$ cat config.mk
export PLATFORM = sky130hd
export DESIGN_NAME = aes_round_mix_key_flat
export DESIGN_NICKNAME = d
export VERILOG_FILES = /design/src/rtl/aes_round_mix_key_if.sv /design/src/rtl/aes_round_mix_key.sv /design/src/flat_wrapper.sv
export SDC_FILE = /design/constraint.sdc
export NUM_CORES = 1
export LEC_CHECK = 0
export ABC_AREA = 1
export CAP_MARGIN = 30
export CORE_UTILIZATION = 40
export CTS_BUF_LIST = sky130_fd_sc_hd__clkbuf_8
export DETAILED_ROUTE_END_ITERATION = 16
export PLACE_DENSITY = 0.68
export SYNTH_ARGS = -nofsm -noshare
export SYNTH_HDL_FRONTEND = slang
export SYNTH_SLANG_ARGS = --single-unit
$ cat constraint.sdc
create_clock -name clk -period 1.9 [get_ports clk]
set_input_delay 0.475 -clock clk [delete_from_list [all_inputs] [get_ports clk]]
set_output_delay 0.475 -clock clk [all_outputs]
set_load 0.03 [all_outputs]
$ cat src/rtl/aes_round_mix_key_if.sv
// Handshake/data bundle between the AES S-box stage and the
// ShiftRows/MixColumns/key-expansion stage.
// Optional macro AES_STALL_CNT_EN adds the stall_cnt observation signal.
interface aes_round_mix_key_if;
    logic [127:0] state_in;
    logic [127:0] key_in;
    logic [31:0]  key_raw_w3;
    logic [7:0]   rcon_in;
    logic         empty_in;
    logic         in_ready;
    logic [127:0] state_out;
    logic [127:0] key_out;
    logic [7:0]   rcon_out;
    logic         empty_out;
    logic         out_ready;
`ifdef AES_STALL_CNT_EN
    logic [15:0]  stall_cnt;
`endif

    // Upstream/downstream environment side
    modport master (
        output state_in, key_in, key_raw_w3, rcon_in, empty_in, out_ready,
        input  in_ready, state_out, key_out, rcon_out, empty_out
`ifdef AES_STALL_CNT_EN
        , input stall_cnt
`endif
    );

    // Pipeline stage side
    modport slave (
        input  state_in, key_in, key_raw_w3, rcon_in, empty_in, out_ready,
        output in_ready, state_out, key_out, rcon_out, empty_out
`ifdef AES_STALL_CNT_EN
        , output stall_cnt
`endif
    );
endinterface

$ cat src/rtl/aes_round_mix_key.sv
// AES-128 round stage after SubBytes: ShiftRows, MixColumns (bypassed in the
// final round), next round-key expansion, AddRoundKey and Rcon update, with a
// 2-entry skid buffer on the output.
// Optional macro AES_STALL_CNT_EN adds a saturating output-stall counter.
module aes_round_mix_key #(
    parameter logic [7:0] FINAL_RCON = 8'h36
) (
    input logic               clk,
    input logic               rst,
    aes_round_mix_key_if.slave bus
);

    typedef enum logic [1:0] {
        ST_EMPTY = 2'd0,
        ST_ONE   = 2'd1,
        ST_TWO   = 2'd2
    } buf_state_t;

    function automatic logic [7:0] xtime(input logic [7:0] b);
        return {b[6:0], 1'b0} ^ (b[7] ? 8'h1b : 8'h00);
    endfunction

    // One column through the {02 03 01 01} circulant matrix
    function automatic logic [31:0] mix_col(input logic [31:0] col);
        logic [7:0] a0, a1, a2, a3;
        a0 = col[31:24];
        a1 = col[23:16];
        a2 = col[15:8];
        a3 = col[7:0];
        return {xtime(a0) ^ xtime(a1) ^ a1 ^ a2 ^ a3,
                a0 ^ xtime(a1) ^ xtime(a2) ^ a2 ^ a3,
                a0 ^ a1 ^ xtime(a2) ^ xtime(a3) ^ a3,
                xtime(a0) ^ a0 ^ a1 ^ a2 ^ xtime(a3)};
    endfunction

    buf_state_t   state_r, next_s;
    logic         in_ready_r, empty_r;
    logic [127:0] main_state_r, main_key_r, skid_state_r, skid_key_r;
    logic [7:0]   main_rcon_r, skid_rcon_r;

    logic [127:0] sr_s, mc_s, res_state_s, res_key_s;
    logic [7:0]   res_rcon_s;
    logic [31:0]  t_s, w0_s, w1_s, w2_s, w3_s;
    logic         accept_s, consume_s;
    logic         load_main_s, load_skid_s, skid_to_main_s;

    // Round datapath: ShiftRows, MixColumns, key expansion, AddRoundKey
    always_comb begin
        sr_s = 128'h0;
        mc_s = 128'h0;
        for (int c = 0; c < 4; c++) begin
            for (int r = 0; r < 4; r++) begin
                sr_s[127 - 8 * (r + 4 * c) -: 8] =
                    bus.state_in[127 - 8 * (r + 4 * ((c + r) % 4)) -: 8];
            end
        end
        if (bus.rcon_in == FINAL_RCON) begin
            mc_s = sr_s;
        end else begin
            for (int c = 0; c < 4; c++) begin
                mc_s[127 - 32 * c -: 32] = mix_col(sr_s[127 - 32 * c -: 32]);
            end
        end
        // Rotation happens here: key_in's last word is substituted but unrotated
        t_s  = {bus.key_in[23:0], bus.key_in[31:24]} ^ {bus.rcon_in, 24'h000000};
        w0_s = bus.key_in[127:96] ^ t_s;
        w1_s = bus.key_in[95:64] ^ w0_s;
        w2_s = bus.key_in[63:32] ^ w1_s;
        w3_s = bus.key_raw_w3 ^ w2_s;
        res_key_s   = {w0_s, w1_s, w2_s, w3_s};
        res_state_s = mc_s ^ res_key_s;
        res_rcon_s  = xtime(bus.rcon_in);
    end

    assign accept_s  = !bus.empty_in && in_ready_r;
    assign consume_s = !empty_r && bus.out_ready;

    // Skid-buffer next-state and register-load decode
    always_comb begin
        next_s         = state_r;
        load_main_s    = 1'b0;
        load_skid_s    = 1'b0;
        skid_to_main_s = 1'b0;
        case (state_r)
            ST_EMPTY: begin
                if (accept_s) begin
                    next_s      = ST_ONE;
                    load_main_s = 1'b1;
                end else begin
                    next_s = ST_EMPTY;
                end
            end
            ST_ONE: begin
                if (accept_s && consume_s) begin
                    next_s      = ST_ONE;
                    load_main_s = 1'b1;
                end else if (accept_s) begin
                    next_s      = ST_TWO;
                    load_skid_s = 1'b1;
                end else if (consume_s) begin
                    next_s = ST_EMPTY;
                end else begin
                    next_s = ST_ONE;
                end
            end
            ST_TWO: begin
                if (consume_s) begin
                    next_s         = ST_ONE;
                    skid_to_main_s = 1'b1;
                end else begin
                    next_s = ST_TWO;
                end
            end
            default: begin
                next_s = ST_EMPTY;
            end
        endcase
    end

    // Buffer state, handshake flags and beat registers
    always_ff @(posedge clk) begin
        if (rst) begin
            state_r      <= ST_EMPTY;
            in_ready_r   <= 1'b1;
            empty_r      <= 1'b1;
            main_state_r <= 128'h0;
            main_key_r   <= 128'h0;
            main_rcon_r  <= 8'h00;
            skid_state_r <= 128'h0;
            skid_key_r   <= 128'h0;
            skid_rcon_r  <= 8'h00;
        end else begin
            state_r    <= next_s;
            in_ready_r <= (next_s != ST_TWO);
            empty_r    <= (next_s == ST_EMPTY);
            if (load_main_s) begin
                main_state_r <= res_state_s;
                main_key_r   <= res_key_s;
                main_rcon_r  <= res_rcon_s;
            end else if (skid_to_main_s) begin
                main_state_r <= skid_state_r;
                main_key_r   <= skid_key_r;
                main_rcon_r  <= skid_rcon_r;
            end
            if (load_skid_s) begin
                skid_state_r <= res_state_s;
                skid_key_r   <= res_key_s;
                skid_rcon_r  <= res_rcon_s;
            end
        end
    end

    assign bus.in_ready  = in_ready_r;
    assign bus.empty_out = empty_r;
    assign bus.state_out = main_state_r;
    assign bus.key_out   = main_key_r;
    assign bus.rcon_out  = main_rcon_r;

`ifdef AES_STALL_CNT_EN
    logic [15:0] stall_cnt_r;

    // Count cycles a valid beat waits on downstream, saturating
    always_ff @(posedge clk) begin
        if (rst) begin
            stall_cnt_r <= 16'h0000;
        end else if (!empty_r && !bus.out_ready && (stall_cnt_r != 16'hffff)) begin
            stall_cnt_r <= stall_cnt_r + 16'h0001;
        end
    end

    assign bus.stall_cnt = stall_cnt_r;
`endif

endmodule

$ cat src/flat_wrapper.sv
// flat-port wrapper written by rule: the top's interface ports become plain ports
module aes_round_mix_key_flat 
#(
    parameter logic [7:0] FINAL_RCON = 8'h36
)
  (clk, rst, bus_state_in, bus_key_in, bus_key_raw_w3, bus_rcon_in, bus_empty_in, bus_out_ready, bus_in_ready, bus_state_out, bus_key_out, bus_rcon_out, bus_empty_out);
  aes_round_mix_key_if bus_i ();
  input logic clk;
  input logic rst;
  input wire logic [$bits(bus_i.state_in)-1:0] bus_state_in;
  input wire logic [$bits(bus_i.key_in)-1:0] bus_key_in;
  input wire logic [$bits(bus_i.key_raw_w3)-1:0] bus_key_raw_w3;
  input wire logic [$bits(bus_i.rcon_in)-1:0] bus_rcon_in;
  input wire logic [$bits(bus_i.empty_in)-1:0] bus_empty_in;
  input wire logic [$bits(bus_i.out_ready)-1:0] bus_out_ready;
  output wire logic [$bits(bus_i.in_ready)-1:0] bus_in_ready;
  output wire logic [$bits(bus_i.state_out)-1:0] bus_state_out;
  output wire logic [$bits(bus_i.key_out)-1:0] bus_key_out;
  output wire logic [$bits(bus_i.rcon_out)-1:0] bus_rcon_out;
  output wire logic [$bits(bus_i.empty_out)-1:0] bus_empty_out;
  assign bus_i.state_in = bus_state_in;
  assign bus_i.key_in = bus_key_in;
  assign bus_i.key_raw_w3 = bus_key_raw_w3;
  assign bus_i.rcon_in = bus_rcon_in;
  assign bus_i.empty_in = bus_empty_in;
  assign bus_i.out_ready = bus_out_ready;
  assign bus_in_ready = bus_i.in_ready;
  assign bus_state_out = bus_i.state_out;
  assign bus_key_out = bus_i.key_out;
  assign bus_rcon_out = bus_i.rcon_out;
  assign bus_empty_out = bus_i.empty_out;
  aes_round_mix_key #(.FINAL_RCON(FINAL_RCON)) u_core (.clk(clk), .rst(rst), .bus(bus_i));
endmodule
After elaboration in Yosys (flattened, before gate mapping)
Cells that the tools add are included.
Widths: inputs -> output; s select.
{"block": "totals", "word_cells": 145, "output_inout_bits": 266, "inputBits": 300, "regBits": 532}
{"block": "classes", "mux": 37, "bitwise_logic": 87, "eq_ne": 4, "reduce_logical": 8}
{"operator": "$xor 8x8->8", "count": 81}
{"operator": "$mux 128", "count": 5}
{"operator": "$xor 32x32->32", "count": 5}
{"operator": "$xor 128x128->128", "count": 1}
{"operator": "$mux 5", "count": 17}
{"operator": "$mux 8", "count": 2}
{"operator": "$eq 8x6->1 const B", "count": 1}
{"operator": "$mux 1", "count": 8}
{"operator": "$mux 2", "count": 3}
{"operator": "$pmux 2 s3", "count": 1}
{"operator": "$logic_not 2->1", "count": 2}
{"operator": "$logic_and 1x1->1", "count": 3}
{"operator": "$eq 2x1->1 const B", "count": 1}
{"operator": "$eq 2x2->1 const B", "count": 1}
{"operator": "$logic_not 1->1", "count": 2}
{"operator": "$ne 2x2->1 const B", "count": 1}
{"operator": "$pmux 1 s2", "count": 1}
{"operator": "$reduce_bool 2->1", "count": 1}

Logic depth before layout (Yosys ltp)
{"block": "depth", "depth_word": 9, "ltp_mapped": 15, "depth_no_buf": 14}

Worst setup path after synthesis
OpenSTA, ideal clock, no wires.
{"block": "synth_timing", "path_type": "reg-to-reg", "from": "register u_core.in_ready_r (netlist: u_core.bus.in_ready)", "to": "register u_core.skid_state_r[102]", "required_time_ps": 1791, "t_arrival_ps": 1863, "period_less_slack_ps": 1972, "setup_slack_ps": -72, "n_path_buf": 2, "stages_incl_launch_ff": 11, "setup_ps": 109, "path_cell_list": "dfxtp_1 inv_1 nor2_1 ha_1 nand3_1 clkinv_1 buf_2 clkbuf_1 nand3_1 nand2_1 inv_1"}
{"block": "synth_via", "elab_chain_cells": 4, "word_cells_on_any_way": 5, "cone_classes": "3 x mux; 2 x reduce/logical"}
{"item": "start: declaration", "line_no": "aes_round_mix_key.sv:37", "source": "logic in_ready_r, empty_r;"}
{"item": "start signal: assignment", "line_no": "aes_round_mix_key.sv:134", "source": "in_ready_r <= (next_s != ST_TWO);"}
{"item": "$logic_and 1x1->1 *", "line_no": "aes_round_mix_key.sv:75", "source": "assign accept_s = !bus.empty_in && in_ready_r;"}
{"item": "$mux 1 or $logic_and 1x1->1 (tied branches)", "line_no": "aes_round_mix_key.sv:97, aes_round_mix_key.sv:94"}
{"item": "$mux 1 *", "line_no": "aes_round_mix_key.sv:94", "source": "if (accept_s && consume_s) begin"}
{"item": "$mux 1 *", "line_no": "aes_round_mix_key.sv:84", "source": "case (state_r)"}
{"item": "end signal: assignment", "line_no": "aes_round_mix_key.sv:146", "source": "skid_state_r <= res_state_s;"}
{"item": "end: declaration", "line_no": "aes_round_mix_key.sv:38", "source": "logic [127:0] main_state_r, main_key_r, skid_state_r, skid_key_r;"}
Mark *: on every way between the ends. The rest lies on a longest branch, timed or not.
A chain may end at the register's enable or synchronous reset.

Worst setup path in the final report
{"block": "layout_timing", "from": "register u_core.in_ready_r (netlist: u_core.bus.in_ready)", "to": "register u_core.main_state_r[45] (netlist: u_core.bus.state_out[45])"}
{"block": "layout_via", "elab_chain_cells": 5, "word_cells_on_any_way": 7, "cone_classes": "4 x mux; 3 x reduce/logical"}
{"item": "$logic_and 1x1->1 *", "line_no": "aes_round_mix_key.sv:75"}
{"item": "$logic_and 1x1->1", "line_no": "aes_round_mix_key.sv:94"}
{"item": "$mux 1", "line_no": "aes_round_mix_key.sv:94"}
{"item": "$pmux 1 s2 *", "line_no": "aes_round_mix_key.sv:84"}
{"item": "$mux 128 or $reduce_bool 2->1 (tied branches)"}
{"item": "end signal: assignment", "line_no": "aes_round_mix_key.sv:137", "source": "main_state_r <= res_state_s;"}
{"item": "end signal: assignment", "line_no": "aes_round_mix_key.sv:141", "source": "main_state_r <= skid_state_r;"}
{"item": "end: declaration", "line_no": "aes_round_mix_key.sv:38"}
Marks and branches as above.

==> impl_metrics.tcl <==
set metrics [dict create \
    status "complete, but fails checks" \
    violations "negative setup slack" \
    cts_tree "yes" \
    cts_made_buffers 98 \
    ioPinCount 566 \
    synth_flop_cell "dfxtp_1" \
    root_buffer "clkbuf_8" \
    syn_inst 5004 \
    grt_use_total_pct 32.9 \
    grt_pass1_wl_mm 210 \
    drv_slew 0 \
    route.met2.wl_mm 66.8 \
    grt_max_degree 94 \
    slowest_delay_ns 0.33 \
    synth_seq_cells 532 \
    crit_chain "inv_1, nor2_2, ha_1, nand3_2, nand2_4, clkinv_8, nand2_8, buf_12, clkbuf_16, nor2_1, a211oi_1, nand2_1, inv_1" \
    dr.pass1.iters 7 \
    dp.cells 6998 \
    ys_warn_count 0 \
    path_delay_family "simple AND/OR/NAND/NOR gates" \
    clockBufferDepth 3 \
    ys_top_cells_by_area "dfxtp_1 32%, nand2_1 13%, inv_1 9.8%" \
    cp_slowest_cell "dfxtp_2" \
    p_comb_share_pct 37.7 \
    wl_met3_mm 12.7 \
    p_per_area_nw_per_um2 875 \
    grt_pass1_vias 34300 \
    dieWidth_um 290 \
    p_seq_share_pct 32.2 \
    routedWlPerCell_um 20.3 \
    dieArea_um2 84300 \
    drc 0 \
    synth_cell_types 51 \
    maxSlewHeadroom_pct 56.8 \
    hpwl_mm 110 \
    worstSetupEndpointType "register" \
    power.leakage_nw 24.2 \
    pwr-share-clk_pct 30.1 \
    critical_path.startpoint_type "register" \
    fin_crit_sh_pct 101 \
    max_freq_ghz 0.520 \
    final_cell_mix "1,159 x nand2_1, 895 x inv_1, 581 x buf_4" \
    setup_violations 8 \
    hold_buffers 0 \
    crit_type "register to register" \
    cts_max_level 3 \
    min_period_ns 1.92 \
    antenna_found_initial 16 \
    tightest_slew_ns 0.648 \
    detailed_place.area_um2 44700 \
    drt_iter0_markers 3169 \
    r2r-start "u_core.bus.in_ready$_SDFF_PP1_" \
    core_area_um2 82100 \
    nFillCells 7755 \
    yosys.area.top_type_share_pct 32.0 \
    drive_gt1_share_pct 21.2 \
    required_ns 2.55 \
    mostFrequentLayoutCell "nand2_1" \
    setup_slack_ns -0.0239 \
    p_sw_mw 15.8 \
    synth_edf_count 0 \
    syn-cell-area_um2 33300 \
    routed_via_density 5.14 \
    vias 37100 \
    cp_max_fo 15 \
    path_buf_inv 5 \
    min_path_type "primary input to register" \
    instances_no_fill 7216 \
    holdWs_ns 0.236 \
    syn_to_final_growth_pct 41.4 \
    crit_top_cell "inv_1" \
    p_int_mw 25.4 \
    fin_util_pct 57.3 \
    fin_worst_skew_ns 0.0551 \
    drt-total-wl_mm 146 \
    rsz0062_at_grt "yes" \
    ant_nets 0 \
    syn-num-nets 5306 \
    wl_met1_mm 57.7 \
    io_buffers 565 \
    numClockSinks 532 \
    clk_pin_slew_ns 0.06 \
    p_sw_share_pct 38.3 \
    crit_start "u_core.bus.in_ready$_SDFF_PP1_" \
    hold_violations 0 \
    ys_seq_area_share_pct 32.0 \
    cap_violations 0 \
    total_power_mw 41.1 \
    num_rows 105 \
    async_flop_share_pct 0 \
    synth_largest_area_cell "dfxtp_1" \
    cp_data_arrival_time_ns 2.57 \
    place.gp.congestion 0.981 \
    start_util_pct 40.5 \
    grt_overflow_total 0 \
    hold_start "bus_rcon_in[5]" \
    clk_latency_ns 0.74 \
    fin_nets 6350 \
    ir_worst_vdd_uv 606 \
    setup_tns_ns -0.0706 \
    dpl_worst_slack_ns -0.811 \
    die_h_um 290 \
    top_layer "met5" \
    final_cell_area_um2 47000 \
    avgSynthCellArea_um2 6.65 \
]
## flip-flops by register name, indices dropped and copies added, names as in the netlist
signal                count
u_core.bus.empty_out      1
u_core.state_r            2
u_core.bus.key_out      128
u_core.bus.in_ready       1
u_core.skid_key_r       128
u_core.bus.state_out    128
u_core.skid_state_r     128
u_core.skid_rcon_r        8
u_core.bus.rcon_out       8
## cell usage after synthesis (26+ instances only)
cell / instances
nand2_1: 1186
inv_1: 869
dfxtp_1: 532
nand3_1: 413
o21ai_0: 291
a21oi_1: 271
xor2_1: 256
nor2_1: 232
a211oi_1: 141
clkbuf_1: 141
xnor2_1: 137
o211ai_1: 80
buf_2: 74
o2111ai_1: 45
xor2_2: 36
nand2_2: 32
inv_2: 26
## routing by layer
metal / global-route usage [%] / vias to the layer above
met2: 53.8 / 1645
met5: 0 / -
met3: 6.43 / 382
met1: 40.3 / 17200
li1: - / 17900
met4: 18.8 / 6
## path summary, 6_finish.rpt
kind | cells after the start | to | slack [ns]
max reg2reg | 13 | u_core.bus.state_out[45]$_SDFFE_PP0P_ | -0.02
min | 3 | u_core.bus.rcon_out[6]$_SDFFE_PP0P_ | 0.24
min reg2reg | 2 | u_core.bus.state_out[31]$_SDFFE_PP0P_ | 0.47
max | 13 | u_core.bus.state_out[45]$_SDFFE_PP0P_ | -0.02
## power groups by stage
stage,sequential [mW],combinational (mW),clock (mW)
after floorplan,14.7,6.86,0
after global placement,13.5,15.1,0
after detailed placement,13.5,15.3,0
after CTS,13.2,15.0,12.5
after global routing,13.3,16.7,13.0
final,13.3,15.5,12.4
## logic make-up (layout without fill, tap and decap cells)
| logic type | Yosys count | count (layout) | synth area share, % |
|---|---|---|---|
| buffers and inverters | 1175 | 2300 | 14.1 |
| DFF | 532 | 532 | 32.0 |
| and+or+nand+nor | 1918 | 1921 | 24.0 |
| xor gates and xnor gates | 442 | 442 | 12.8 |
| AOI/OAI and AO/OA | 935 | 935 | 17.0 |
| adders and majority gates | 2 | 2 | 0.0752 |
| other | 0 | 14 | 0 |
## worst reg2reg max path: stages, from the launching register on
cell and delay [ns]:
dfxtp_2 0.33, inv_1 0.04, nor2_2 0.11, ha_1 0.20, nand3_2 0.10, nand2_4 0.12, clkinv_8 0.11, nand2_8 0.19
buf_12 0.13, clkbuf_16 0.16, nor2_1 0.05, a211oi_1 0.18, nand2_1 0.08, inv_1 0.05
## area by class of cell
class	count	area, µm²	area share (%)
antenna	14	35.0	0.0745
timing repair inverter	1	11.3	0.0240
sequential	532	10700	22.7
inverter	898	3420	7.27
tap	1070	1340	2.85
timing repair buffer	1217	11100	23.6
clock buffer	132	1820	3.86
clock inverter	52	395	0.841
multi-input combinational	3300	18300	38.8
## timing repair
item / in CTS / in global routing
endpoints found under the setup margin: 308 / 320
buffers inserted: 0 / 7
gates cloned: 3 / 10
pin swaps: 1 / 10
resized for setup: 1073 / 136
endpoints found under the hold margin: 0 / 0
Note: power is estimated with default switching activity, not from simulation.
